[config.mk]
export PLATFORM = sky130hd
export DESIGN_NAME = gpio_uart_tx
export DESIGN_NICKNAME = d
export VERILOG_FILES = /design/src/rtl/gpio_uart_tx.sv
export SDC_FILE = /design/constraint.sdc
export NUM_CORES = 1
export LEC_CHECK = 0
export ABC_CLOCK_PERIOD_IN_PS = 4800
export CORE_MARGIN = 8
export CORE_UTILIZATION = 45
export DETAILED_ROUTE_END_ITERATION = 7
export GPL_ROUTABILITY_DRIVEN = 1
export PLACE_DENSITY_LB_ADDON = 0.08
export SETUP_SLACK_MARGIN = 0.02
export SLEW_MARGIN = 20
export SYNTH_ARGS = -nofsm -noshare
export SYNTH_HDL_FRONTEND = slang
export SYNTH_SLANG_ARGS = --single-unit
[constraint.sdc]
create_clock -name clk -period 4.8 [get_ports clk]
set_clock_uncertainty 0.05 [all_clocks]
set_input_delay 0.96 -clock clk [delete_from_list [all_inputs] [get_ports clk]]
set_output_delay 0.96 -clock clk [all_outputs]
set_load 0.03 [all_outputs]
[src/rtl/gpio_uart_tx.sv]
// GPIO byte capture FIFO feeding a UART transmitter (8N1, LSB first).
// Optional even-parity bit (8E1) when GPIO_UART_PARITY_EN is defined.
module gpio_uart_tx #(
  parameter int CLKS_PER_BIT = 434,
  parameter int FIFO_DEPTH   = 16
) (
  input  logic                        clk,
  input  logic                        reset,
  input  logic [7:0]                  gpio_in,
  input  logic                        gpio_en,
  output logic                        tx,
  output logic                        busy,
  output logic                        fifo_full,
  output logic [$clog2(FIFO_DEPTH):0] fifo_count,
  output logic                        overflow
);
  localparam int AW = $clog2(FIFO_DEPTH);
  localparam logic [15:0]   BAUD_LAST  = 16'(CLKS_PER_BIT - 1);
  localparam logic [AW:0]   FULL_COUNT = (AW+1)'(FIFO_DEPTH);
  localparam logic [AW:0]   CNT_ONE    = (AW+1)'(1);
  localparam logic [AW-1:0] PTR_ONE    = AW'(1);

  typedef enum logic [2:0] {
    IDLE,
    START,
    DATA,
`ifdef GPIO_UART_PARITY_EN
    PARITY,
`endif
    STOP
  } state_t;

  state_t        state, next_state;
  logic [7:0]    mem [FIFO_DEPTH];
  logic [AW-1:0] wr_ptr, rd_ptr;
  logic [7:0]    shift;
  logic [2:0]    bit_idx;
  logic [15:0]   baud;
  logic          baud_end;
  logic          pop;
  logic          push;
`ifdef GPIO_UART_PARITY_EN
  logic          par;
`endif

  assign baud_end  = (baud == BAUD_LAST);
  assign fifo_full = (fifo_count == FULL_COUNT);
  // A pop in the same edge frees a slot, so a full FIFO can still accept.
  assign push      = gpio_en && (!fifo_full || pop);

  always_comb begin
    next_state = state;
    tx         = 1'b1;
    busy       = 1'b1;
    pop        = 1'b0;
    case (state)
      IDLE: begin
        busy = 1'b0;
        if (fifo_count != '0) begin
          pop        = 1'b1;
          next_state = START;
        end
      end
      START: begin
        tx = 1'b0;
        if (baud_end) next_state = DATA;
      end
      DATA: begin
        tx = shift[0];
        if (baud_end && bit_idx == 3'd7) begin
`ifdef GPIO_UART_PARITY_EN
          next_state = PARITY;
`else
          next_state = STOP;
`endif
        end
      end
`ifdef GPIO_UART_PARITY_EN
      PARITY: begin
        tx = par;
        if (baud_end) next_state = STOP;
      end
`endif
      STOP: begin
        if (baud_end) next_state = IDLE;
      end
      default: next_state = IDLE;
    endcase
  end

  always_ff @(posedge clk) begin
    if (reset) begin
      state   <= IDLE;
      shift   <= '0;
      bit_idx <= '0;
      baud    <= '0;
`ifdef GPIO_UART_PARITY_EN
      par     <= 1'b0;
`endif
    end else begin
      state <= next_state;
      if (pop) begin
        shift   <= mem[rd_ptr];
        bit_idx <= '0;
        baud    <= '0;
`ifdef GPIO_UART_PARITY_EN
        par     <= ^mem[rd_ptr];
`endif
      end else if (state != IDLE) begin
        if (baud_end) begin
          baud <= '0;
          if (state == DATA) begin
            shift   <= {1'b0, shift[7:1]};
            bit_idx <= bit_idx + 3'd1;
          end
        end else begin
          baud <= baud + 16'd1;
        end
      end
    end
  end

  always_ff @(posedge clk) begin
    if (push) mem[wr_ptr] <= gpio_in;
  end

  always_ff @(posedge clk) begin
    if (reset) begin
      wr_ptr     <= '0;
      rd_ptr     <= '0;
      fifo_count <= '0;
      overflow   <= 1'b0;
    end else begin
      if (push) wr_ptr <= wr_ptr + PTR_ONE;
      if (pop)  rd_ptr <= rd_ptr + PTR_ONE;
      case ({push, pop})
        2'b10:   fifo_count <= fifo_count + CNT_ONE;
        2'b01:   fifo_count <= fifo_count - CNT_ONE;
        default: fifo_count <= fifo_count;
      endcase
      if (gpio_en && fifo_full && !pop) overflow <= 1'b1;
    end
  end
endmodule

; ---- After elaboration in Yosys (flattened, before gate mapping)
; Memories as Yosys holds them, arrays and structs flattened. A register that Yosys moved wholly into a read port is not among the register bits.
; Index checks and enable logic that the tools add are counted.
; W data, S select, Z words.
[op_classes]
n_addsub = 6
n_eq_ne = 12
mux = 19
n_reduce_logical = 18
[op_table]
columns = op, count
row1 = $mux W8, 4
row2 = $add A16 B1 Y16 const B, 1
row3 = $eq A16 B9 Y1 const B, 1
row4 = $mux W16, 1
row5 = $mux W3, 4
row6 = $pmux W3 S4, 1
row7 = $pmux W5 S2, 1
row8 = $add A4 B1 Y4 const B, 2
row9 = $mux W4, 2
row10 = $ne A2 B2 Y1 const B, 4
row11 = $reduce_bool A2 Y1, 4
row12 = $eq A3 B2 Y1 const B, 2
row13 = $reduce_and A3 Y1, 2
row14 = $add A5 B1 Y5 const B, 1
row15 = $eq A5 B5 Y1 const B, 1
row16 = $mux W1, 5
row17 = $reduce_bool A5 Y1, 1
row18 = $sub A5 B1 Y5 const B, 1
row19 = $logic_and A1 B1 Y1, 4
row20 = $reduce_and A4 Y1, 1
row21 = $add A3 B1 Y3 const B, 1
row22 = $eq A3 B1 Y1 const B, 1
row23 = $eq A3 B3 Y1 const B, 1
row24 = $logic_not A3 Y1, 1
row25 = 7 further kinds, 8
[word_totals]
ff_bits = 44
ramBits = 128
in_bits = 11
output_inout_bits = 9
word_cells = 64
mem_count = 1
[memory_table]
columns = memory, words, width, read_ports, rd_ports_with_merged_regs, write_ports, line
row1 = mem, 16, 8, 1, 1, 1, 34  ; logic [7:0] mem [FIFO_DEPTH];

; ---- Depth between registers and ports, before layout
; Gate-level depths: netlist of the first run.
[depth]
depth_word = 7
mapped_depth = 11
depth_no_buf = 11

; ---- Worst setup path before layout of the first run
; No wires, ideal clock.
[synth_path]
path_kind = input -> register
start = input port gpio_en
end = register fifo_count[4]
setup_ns = 0.128
arrival_ns = 2.525
required_time_ns = 4.622
path_slack_ns = 2.097
cell_stages = 9
path_buffers = 0
path_cell_list = nand2b_1 -> a21oi_1 -> xor2_1 -> ha_1 -> o31a_1 -> a2111oi_0 -> nor3_1 -> xnor2_1 -> nor2_1
[synth_via]
elab_chain_cells = 3
elab_cells_between_ends = 5
classes_between = eq/ne: 2 / mux: 1 / reduce/logical: 2
[synth_lines]
columns = element, line
row1 = start: declaration, 10  ; input logic gpio_en,
row2 = $logic_and A1 B1 Y1 (*), 49  ; assign push = gpio_en && (!fifo_full || pop);
row3 = $eq A2 B1 Y1 / $eq A2 B2 Y1 (equally long branches), 136  ; case ({push, pop})
row4 = $pmux W5 S2 / $reduce_bool A2 Y1 (equally long branches), --
row5 = end signal: assignment, 137  ; 2'b10: fifo_count <= fifo_count + CNT_ONE;
row6 = end signal: assignment, 138  ; 2'b01: fifo_count <= fifo_count - CNT_ONE;
row7 = end signal: assignment, 139  ; default: fifo_count <= fifo_count;
row8 = end: declaration, 14  ; output logic [$clog2(FIFO_DEPTH):0] fifo_count,
; Every way passes the cells marked *; elsewhere a longest branch is shown, timed or not.
; A chain may end at the register's enable or synchronous reset.

; ---- Worst setup path after layout of the first run
[layout_path]
start = register state[0]
end = output port busy
[layout_via]
elab_chain_cells = 2
[layout_lines]
columns = element, line
row1 = start: declaration, 33  ; state_t state, next_state;
row2 = start signal: assignment, 101  ; state <= next_state;
row3 = $logic_not A3 Y1, 56  ; case (state)
row4 = $mux W1, 56
row5 = end: declaration, 12  ; output logic busy,
; No other way between the ends.

==> flow_metrics.tcl, run 1 <==
set metrics [dict create \
    outcome "complete, no violations" \
    fmax_mhz 300 \
    hpwl_um 9530 \
    place_congestion 0.761 \
    die_w_um 144 \
    clk_pin_slew_ns 0.06 \
    synth_top_area_share_pct 52.4 \
    die_h_um 144 \
    hold_violations 0 \
    cts_root_buf "clkbuf_16" \
    worstSetupEndpointType "output port" \
    post_cts_buffers 0 \
    netlist_area_sq_um 7330 \
    wl_per_cell_um 19.4 \
    min_to "overflow" \
    power_density_nw_per_um2 514 \
    fin_util_pct 52.2 \
    track_usage_pct 15.2 \
    yosys.area.top_type "edfxtp_1" \
    critPathArrivalTime_ns 2.32 \
    cts_buffer_depth 2 \
    startpoint_type "flip-flop" \
    yosysMostFrequentCell "edfxtp_1" \
    tritoncts "yes" \
    fin_nets 526 \
    cts_resized 0 \
    grt_max_degree 29 \
    postRouteAntennaNets 0 \
    ff2ff_path_depth 11 \
    crit_path_max_fanout 15 \
    clk-insertion-delay-late_ns 0.42 \
    grt_pass1_wl_um 23000 \
    tightest_slew_ns 1.00 \
    cp_slowest_cell "clkdlybuf4s50_1" \
    slew_headroom_pct 33.2 \
    r2r_end "fifo_count[4]" \
    post-route-worst-setup-slack_ns 1.47 \
    tns_ns 0 \
    cts_inserted_buffers 17 \
    place_inst 697 \
    min_period_ns 3.33 \
    cpMostUsedCell "inv_1" \
    vdd_drop_max_uv 379 \
    area_growth_pct 13.1 \
    synth_area_leaders "edfxtp_1, dfxtp_1, mux4_2, ha_1, nor2_1" \
    synth_common_cells "edfxtp_1, dfxtp_1, nor2_1, mux4_2, nand2_1" \
    finalSetupViolCount 0 \
    wl_um 14200 \
    slew_violations 0 \
    io_buffers 19 \
    path_cells "inv_1 -> ha_1 -> inv_1 -> clkdlybuf4s50_1" \
    drtIter0Drc 289 \
    dieArea_sq_um 20600 \
    holdBufCountCts 0 \
    drc 0 \
    seqCellArea_sq_um 4790 \
    holdPathStages 2 \
    avgSynthCellArea_sq_um 15.4 \
    cp_top_family "buffers and inverters" \
    drive_above_1_share_pct 17.3 \
    core_area_sq_um 15900 \
    max_stage_delay_ns 0.66 \
    dp_slack_ns 1.42 \
    synth_cell_type_count 54 \
    path_class "flip-flop to output port" \
    ioPinCount 20 \
    power_mw 4.26 \
    min_path_type "flip-flop to flip-flop" \
    synthFlopType "edfxtp_1" \
    max-cap-violations 0 \
    synth_warnings 0 \
    fill_cells 1353 \
    path_buf_inv 3 \
    synthesis.nets 503 \
    antenna_found_initial 0 \
    ys_ff_latch 175 \
    synth_cells 477 \
    clock-sinks 175 \
    power_leakage_nw 2.70 \
    diodes 0 \
    synth-edff-count 128 \
    gr-total-overflow 0 \
    cts-htree-levels 4 \
    initial_core_util_pct 46.2 \
    vias 3910 \
    critPathRequiredTime_ns 3.79 \
    grt_setup_unrepaired "false" \
    ys_async_sr_fraction_pct 0 \
    first_pass_iters 4 \
    hp-start "overflow" \
    row_count 46 \
    fin_cells 729 \
    rrSetupSlack_ns 1.86 \
    viasPerCell 5.36 \
    multiInputGateArea_sq_um 2380 \
    seq_area_frac_synth_pct 65.3 \
    r2r-start "state[0]" \
    grt_pass1_vias 4019 \
    finalCritPeriodShare_pct 69.4 \
]
logic make-up after synthesis:
| family | Yosys count | synth area share [%] |
|---|---|---|
| AOI/OAI and AO/OA | 45 | 4.78 |
| DFF | 175 | 65.3 |
| muxes | 45 | 12.0 |
| and+or+nand+nor | 141 | 10.2 |
| xor gates and xnor gates | 24 | 2.87 |
| adders and majority gates | 15 | 2.56 |
| buffers and inverters | 32 | 2.37 |
layout make-up:
type	count	area share, %
inverters	11	0.498
flip-flops and latches	175	57.8
clock buffers	17	5.13
multi-input cells	270	28.7
clock inverters	15	1.81
well taps	216	3.26
repair buffers	25	2.84
tightest hold or removal path: stages (launching register included):
cell and delay [ns]:
dfxtp_1 0.33, a31oi_1 0.04, nor2_1 0.07
placed cells by master (no fill, tap or decap), types with 7 or more instances in the layout:
| cell | instances |
|---|---|
| a21oi_1 | 12 |
| xor2_1 | 13 |
| nor2b_1 | 7 |
| nor2_2 | 10 |
| a22o_1 | 8 |
| nand4_1 | 8 |
| inv_1 | 11 |
| clkbuf_16 | 17 |
| nor2_1 | 42 |
| xnor2_1 | 11 |
| mux2i_1 | 10 |
| mux4_2 | 34 |
| ha_1 | 15 |
| clkdlybuf4s50_1 | 19 |
| edfxtp_1 | 128 |
| dfxtp_1 | 46 |
| nand2_1 | 21 |
| and2_1 | 20 |
| nor3_1 | 8 |
through the flow:
| step | area, sq um | hold slack (ns) |
|---|---|---|
| floorplan | 7330 | 0.389 |
| global placement | 7710 | 0.402 |
| detailed placement | 7710 | 0.411 |
| CTS | 8280 | 0.422 |
| global route | 8290 | 0.466 |
| finish | 8290 | 0.422 |
how the worst max path moves through the flow:
| stage | start | to | slack [ns] | cells after the start |
|---|---|---|---|---|
| 3_5_place_dp | gpio_en | fifo_count[4] | 1.42 | 10 |
| 2_1_floorplan | gpio_en | fifo_count[4] | 2.10 | 9 |
| 5_1_grt | state[1] | busy | 1.30 | 4 |
| 6_report | state[0] | busy | 1.47 | 4 |
| 3_3_place_gp | gpio_en | fifo_count[4] | 1.44 | 10 |
| 4_1_cts | state[0] | busy | 1.46 | 4 |
report_power, final:
part           total, mW  internal, mW  switching (mW)
Sequential          1.86          1.71           0.144
Combinational       1.06         0.494           0.569
Clock               1.34         0.732           0.606
sequential cells by signal (all words and copies together), names as in the netlist, named ones only:
signal and cells:
baud 16, bit_idx 3, fifo_count 5, mem 128, overflow 1, rd_ptr 4, shift 8, state 2
wr_ptr 4
metal layers:
layer  global-route usage (%)  part of all wire [%]  vias to the layer above
li1                         -                     -                     1858
met1                     20.4                    47                     1982
met2                     23.7                    48                       62
met3                     3.95                   3.8                        8
met4                     4.76                  0.86                        0
met5                        0                     0                        -
No activity file was read; power rests on OpenSTA's default activity.
==> inputs of run 2 (changes only) <==
--- a/config.mk
+++ b/config.mk
@@ -5,7 +5,7 @@
 export SDC_FILE = /design/constraint.sdc
 export NUM_CORES = 1
 export LEC_CHECK = 0
-export ABC_CLOCK_PERIOD_IN_PS = 4800
+export ABC_CLOCK_PERIOD_IN_PS = 3320
 export CORE_MARGIN = 8
 export CORE_UTILIZATION = 45
 export DETAILED_ROUTE_END_ITERATION = 7
==> constraint.sdc (replaced) <==
create_clock -name clk -period 3.32 [get_ports clk]
set_clock_uncertainty 0.05 [all_clocks]
set_input_delay 0.664 -clock clk [delete_from_list [all_inputs] [get_ports clk]]
set_output_delay 0.664 -clock clk [all_outputs]
set_load 0.03 [all_outputs]
==> run 2 against run 1 <==
Against the previous run:
- clock power increased by 54%
- register-to-register slack got worse by 1.1 ns
- highest routed layer unchanged
- non-clock buffer count is 2 higher
- power is 48% higher
- critical path depth shrank 1
- sequential power up 41%
- critical path type unchanged
- utilization up 0.40 points
==> flow_metrics.tcl, run 2 (synthesis gave the netlist of run 1 again) <==
set metrics [dict create \
    outcome "complete, no violations" \
    seqCellArea_sq_um 4790 \
    grt_max_degree 32 \
    tritoncts "yes" \
    finalSetupViolCount 0 \
    fin_cells 731 \
    postRouteAntennaNets 0 \
    cts_inserted_buffers 17 \
    crit_path_max_fanout 9 \
    final_cell_mix "edfxtp_1, dfxtp_1, nor2_1" \
    gr-total-overflow 0 \
    finalCritPeriodShare_pct 87.7 \
    fmax_mhz 343 \
    busiest_layer "met2" \
    area_growth_pct 13.9 \
    clock-sinks 175 \
    holdBufCountCts 0 \
    max-cap-violations 0 \
    drc 0 \
    vdd_drop_max_uv 375 \
    r2r-start "state[0]" \
    place_congestion 0.817 \
    hold_violations 0 \
    post_cts_buffers 0 \
    row_count 46 \
    multiInputGateArea_sq_um 2370 \
    hpwl_um 9700 \
    grt_pass1_vias 4042 \
    min_path_type "flip-flop to flip-flop" \
    io_buffers 19 \
    regMostFlops "mem" \
    rrSetupSlack_ns 0.75 \
    drtIter0Drc 272 \
    clk-insertion-delay-late_ns 0.42 \
    diodes 0 \
    wl_um 14100 \
    critPathArrivalTime_ns 2.20 \
    die_w_um 144 \
    tightest_slew_ns 0.762 \
    path_class "flip-flop to output port" \
    grt_setup_unrepaired "false" \
    clk_pin_slew_ns 0.06 \
    final_common_cell "edfxtp_1" \
    met3_usage_pct 2.82 \
    slew_violations 0 \
    cts_resized 0 \
    grtUsageMet1_pct 19.7 \
    min_period_ns 2.91 \
    cts-htree-levels 4 \
    tns_ns 0 \
    wl_per_cell_um 19.3 \
    initial_core_util_pct 46.2 \
    cp-startpoint "fifo_count[1]" \
    drive_above_1_share_pct 17.7 \
    ioPinCount 20 \
    place_inst 699 \
    largest_reg_flops 128 \
    slew_headroom_pct 49.0 \
    first_pass_iters 5 \
    cts_buffer_depth 2 \
    grt_pass1_wl_um 22600 \
    dieArea_sq_um 20600 \
    vias 3897 \
    die_h_um 144 \
    viasPerCell 5.33 \
    fin_nets 528 \
    power_leakage_nw 2.72 \
    power_density_nw_per_um2 754 \
    track_usage_pct 14.7 \
    hp-start "shift[7]" \
    cts_root_buf "clkbuf_16" \
    fill_cells 1354 \
    startpoint_type "flip-flop" \
    core_area_sq_um 15900 \
    critPathRequiredTime_ns 2.61 \
    reg.largest.list "mem (128), baud (16), shift (8)" \
    grtUsageMet2_pct 23.5 \
    antenna_found_initial 0 \
    worstSetupEndpointType "output port" \
]
## run 2: changes by cell type in the layout (fill, tap and decap cells not counted), sizes merged
cell      previous run  this run
buf                  6         8
clkinvlp             2         4
bufinv               1         4
inv                 18        11
clkbuf              17        19
## run 2: per-stage QoR
stage               cell area [sq um]  power [mW]  setup slack (ns)  hold WS [ns]  util, %
floorplan                        7330        3.89             0.856         0.389        -
global placement                 7730        4.28             0.248         0.403     48.7
detailed placement               7730        4.30             0.210         0.414     48.7
CTS                              8350        6.37             0.370         0.423     52.6
global route                     8350        6.62             0.268         0.461     52.6
finish                           8350        6.30             0.408         0.417     52.6
## run 2: critical path, stage by stage, from the launching register on
cell,delay (ns)
dfxtp_1,0.41
nor4_4,0.45
and2_1,0.24
clkdlybuf4s50_1,0.69
## run 2: layout make-up
type                    instances  share of cell area [%]
flip-flops and latches        175                    57.3
multi-input cells             270                    28.4
clock buffers                  19                    5.42
well taps                     216                    3.23
repair buffers                 27                    3.15
clock inverters                13                    2.01
inverters                      11                   0.494
## run 2: path summary, 6_finish.rpt
path | end | cells past startpoint
worst min register to register | shift[7] | 2
worst min-delay path | shift[7] | 2
worst max-delay path | fifo_full | 3
worst max register to register | fifo_count[4] | 11
## run 2: routing by layer
layer	routed length, um	part of all wire, %	vias up
met4	197	1.4	0
met1	6720	48	1965
met2	6690	48	64
met5	0	0	-
met3	482	3.4	14
li1	-	-	1854
## run 2: where the power goes
group          total (mW)  internal [mW]  switching (mW)
Clock                2.07           1.29           0.782
Combinational        1.61          0.737           0.869
Sequential           2.63           2.48           0.148
==> inputs of run 3 (changes only) <==
--- a/config.mk
+++ b/config.mk
@@ -6,6 +6,8 @@
 export NUM_CORES = 1
 export LEC_CHECK = 0
 export ABC_CLOCK_PERIOD_IN_PS = 3320
+export CAP_MARGIN = 10
+export CORE_ASPECT_RATIO = 0.75
 export CORE_MARGIN = 8
 export CORE_UTILIZATION = 45
 export DETAILED_ROUTE_END_ITERATION = 7
==> run 3 against run 2 <==
Against the previous run:
- die area up 0.21%
- non-clock buffer count unchanged
- clock-buffer cell count unchanged
- clock power down 3%
- wire length down 1.4%
- critical path depth unchanged
- final cell count down 0.68%
- utilization down 0.44 points
- sequential cell count unchanged
- critical endpoint unchanged
- worst hold slack better by 0.0021 ns
==> flow_metrics.tcl, run 3 (synthesis gave the netlist of run 1 again) <==
set metrics [dict create \
    cts_inserted_buffers 17 \
    ioPinCount 20 \
    initial_core_util_pct 45.9 \
    placed_area_sq_um 7730 \
    cts_buffer_depth 2 \
    core_area_sq_um 16000 \
    cts_root_buf "clkbuf_16" \
    hp-start "shift[7]" \
    largest_reg_flops 128 \
    tns_ns 0 \
    cp_slowest_cell "clkdlybuf4s50_1" \
    vias 3863 \
    tritoncts "yes" \
    crit_path_max_fanout 9 \
    track_usage_pct 14.4 \
    gr-total-overflow 0 \
    cp.depth 3 \
    io_buffers 19 \
    tightest_slew_ns 0.678 \
    fin_util_pct 52.1 \
    fin_nets 528 \
    hold_violations 0 \
    hpwl_um 9440 \
    area_growth_pct 13.5 \
    rrSetupSlack_ns 0.74 \
    row_count 40 \
    grt_max_degree 33 \
    path_cells "nor4_4 -> and2_1 -> clkdlybuf4s50_1" \
    min_period_ns 2.98 \
    first_pass_iters 4 \
    startpoint_type "flip-flop" \
    dp_slack_ns 0.229 \
    wl_um 13900 \
    regMostFlops "mem" \
    final_common_cell "edfxtp_1" \
    cp_top_family "simple AND/OR/NAND/NOR gates" \
    cts-htree-levels 4 \
    clk_pin_slew_ns 0.07 \
    cts_resized 0 \
    outcome "complete, no violations" \
    worstSetupEndpointType "output port" \
    max-cap-violations 0 \
    power_leakage_nw 2.70 \
    slew_headroom_pct 54.7 \
    fmax_mhz 336 \
    grt_setup_unrepaired "false" \
    viasPerCell 5.32 \
    finalCritPeriodShare_pct 89.6 \
    slew_violations 0 \
    reg.largest.list "mem (128), baud (16), shift (8)" \
    power_density_nw_per_um2 753 \
    crit_path_end "fifo_full" \
    path_class "flip-flop to output port" \
    clock-sinks 175 \
    power_mw 6.27 \
    grt_pass1_vias 3970 \
    holdBufCountCts 0 \
    place_inst 693 \
    drtIter0Drc 197 \
    vdd_drop_max_uv 339 \
    cp-startpoint "fifo_count[1]" \
    critPathRequiredTime_ns 2.61 \
    postRouteAntennaNets 0 \
    final_cell_area_sq_um 8330 \
    die_w_um 163 \
    r2r-start "fifo_count[1]" \
    hold_slack_ns 0.419 \
    critPathArrivalTime_ns 2.26 \
    post-route-worst-setup-slack_ns 0.344 \
    post_cts_buffers 0 \
    die_h_um 127 \
    fin_cells 726 \
    place_congestion 0.780 \
    ff2ff_path_depth 9 \
    min_path_type "flip-flop to flip-flop" \
    clk-insertion-delay-late_ns 0.43 \
    path_buf_inv 1 \
    dieArea_sq_um 20700 \
    wl_per_cell_um 19.1 \
    drive_above_1_share_pct 17.3 \
    antenna_found_initial 0 \
    final_cell_mix "edfxtp_1, dfxtp_1, nor2_1" \
    grt_pass1_wl_um 22300 \
    drc 0 \
    r2r_end "fifo_count[4]" \
    max_stage_delay_ns 0.70 \
    finalSetupViolCount 0 \
]
==> run 3: cell count changes in the layout (fill, tap and decap cells not counted), sizes merged <==
cell and change:
inv +2, bufinv -1, clkinvlp -1, diode +1
==> run 3: how the worst min path moves through the flow <==
stage,endpoint,depth (start not counted)
final,shift[7],2
after global routing,shift[7],2
after CTS,shift[7],2
after detailed placement,overflow,2
after global placement,shift[7],2
after floorplan,shift[7],2
==> run 3: area by class of cell <==
cell class	instances	area, sq um
fillers	1300	7640
well taps	210	263
diodes	1	2.50
flip-flops and latches	175	4790
clock buffers	19	433
repair buffers	27	263
multi-input cells	270	2370
inverters	11	41.3
clock inverters	13	164
==> run 3: power breakdown <==
group | switching [mW] | internal [mW]
clock network | 0.827 | 1.19
logic | 0.911 | 0.732
registers | 0.132 | 2.48
==> run 3: per-layer routing <==
metal  global-route usage, %  wire, um
met5                       0         0
met4                    4.41       167
met3                    4.62       589
met2                    21.3      6380
met1                    19.8      6760
==> run 3: worst register-to-register path, delay by kind of cell, from the launching register on <==
family                     cells  cell delay [ns]
and+or+nand+nor                3             0.61
adders and majority gates      1             0.24
xor gates and xnor gates       2             0.33
AOI/OAI and AO/OA              3             0.80
DFF                            1             0.42
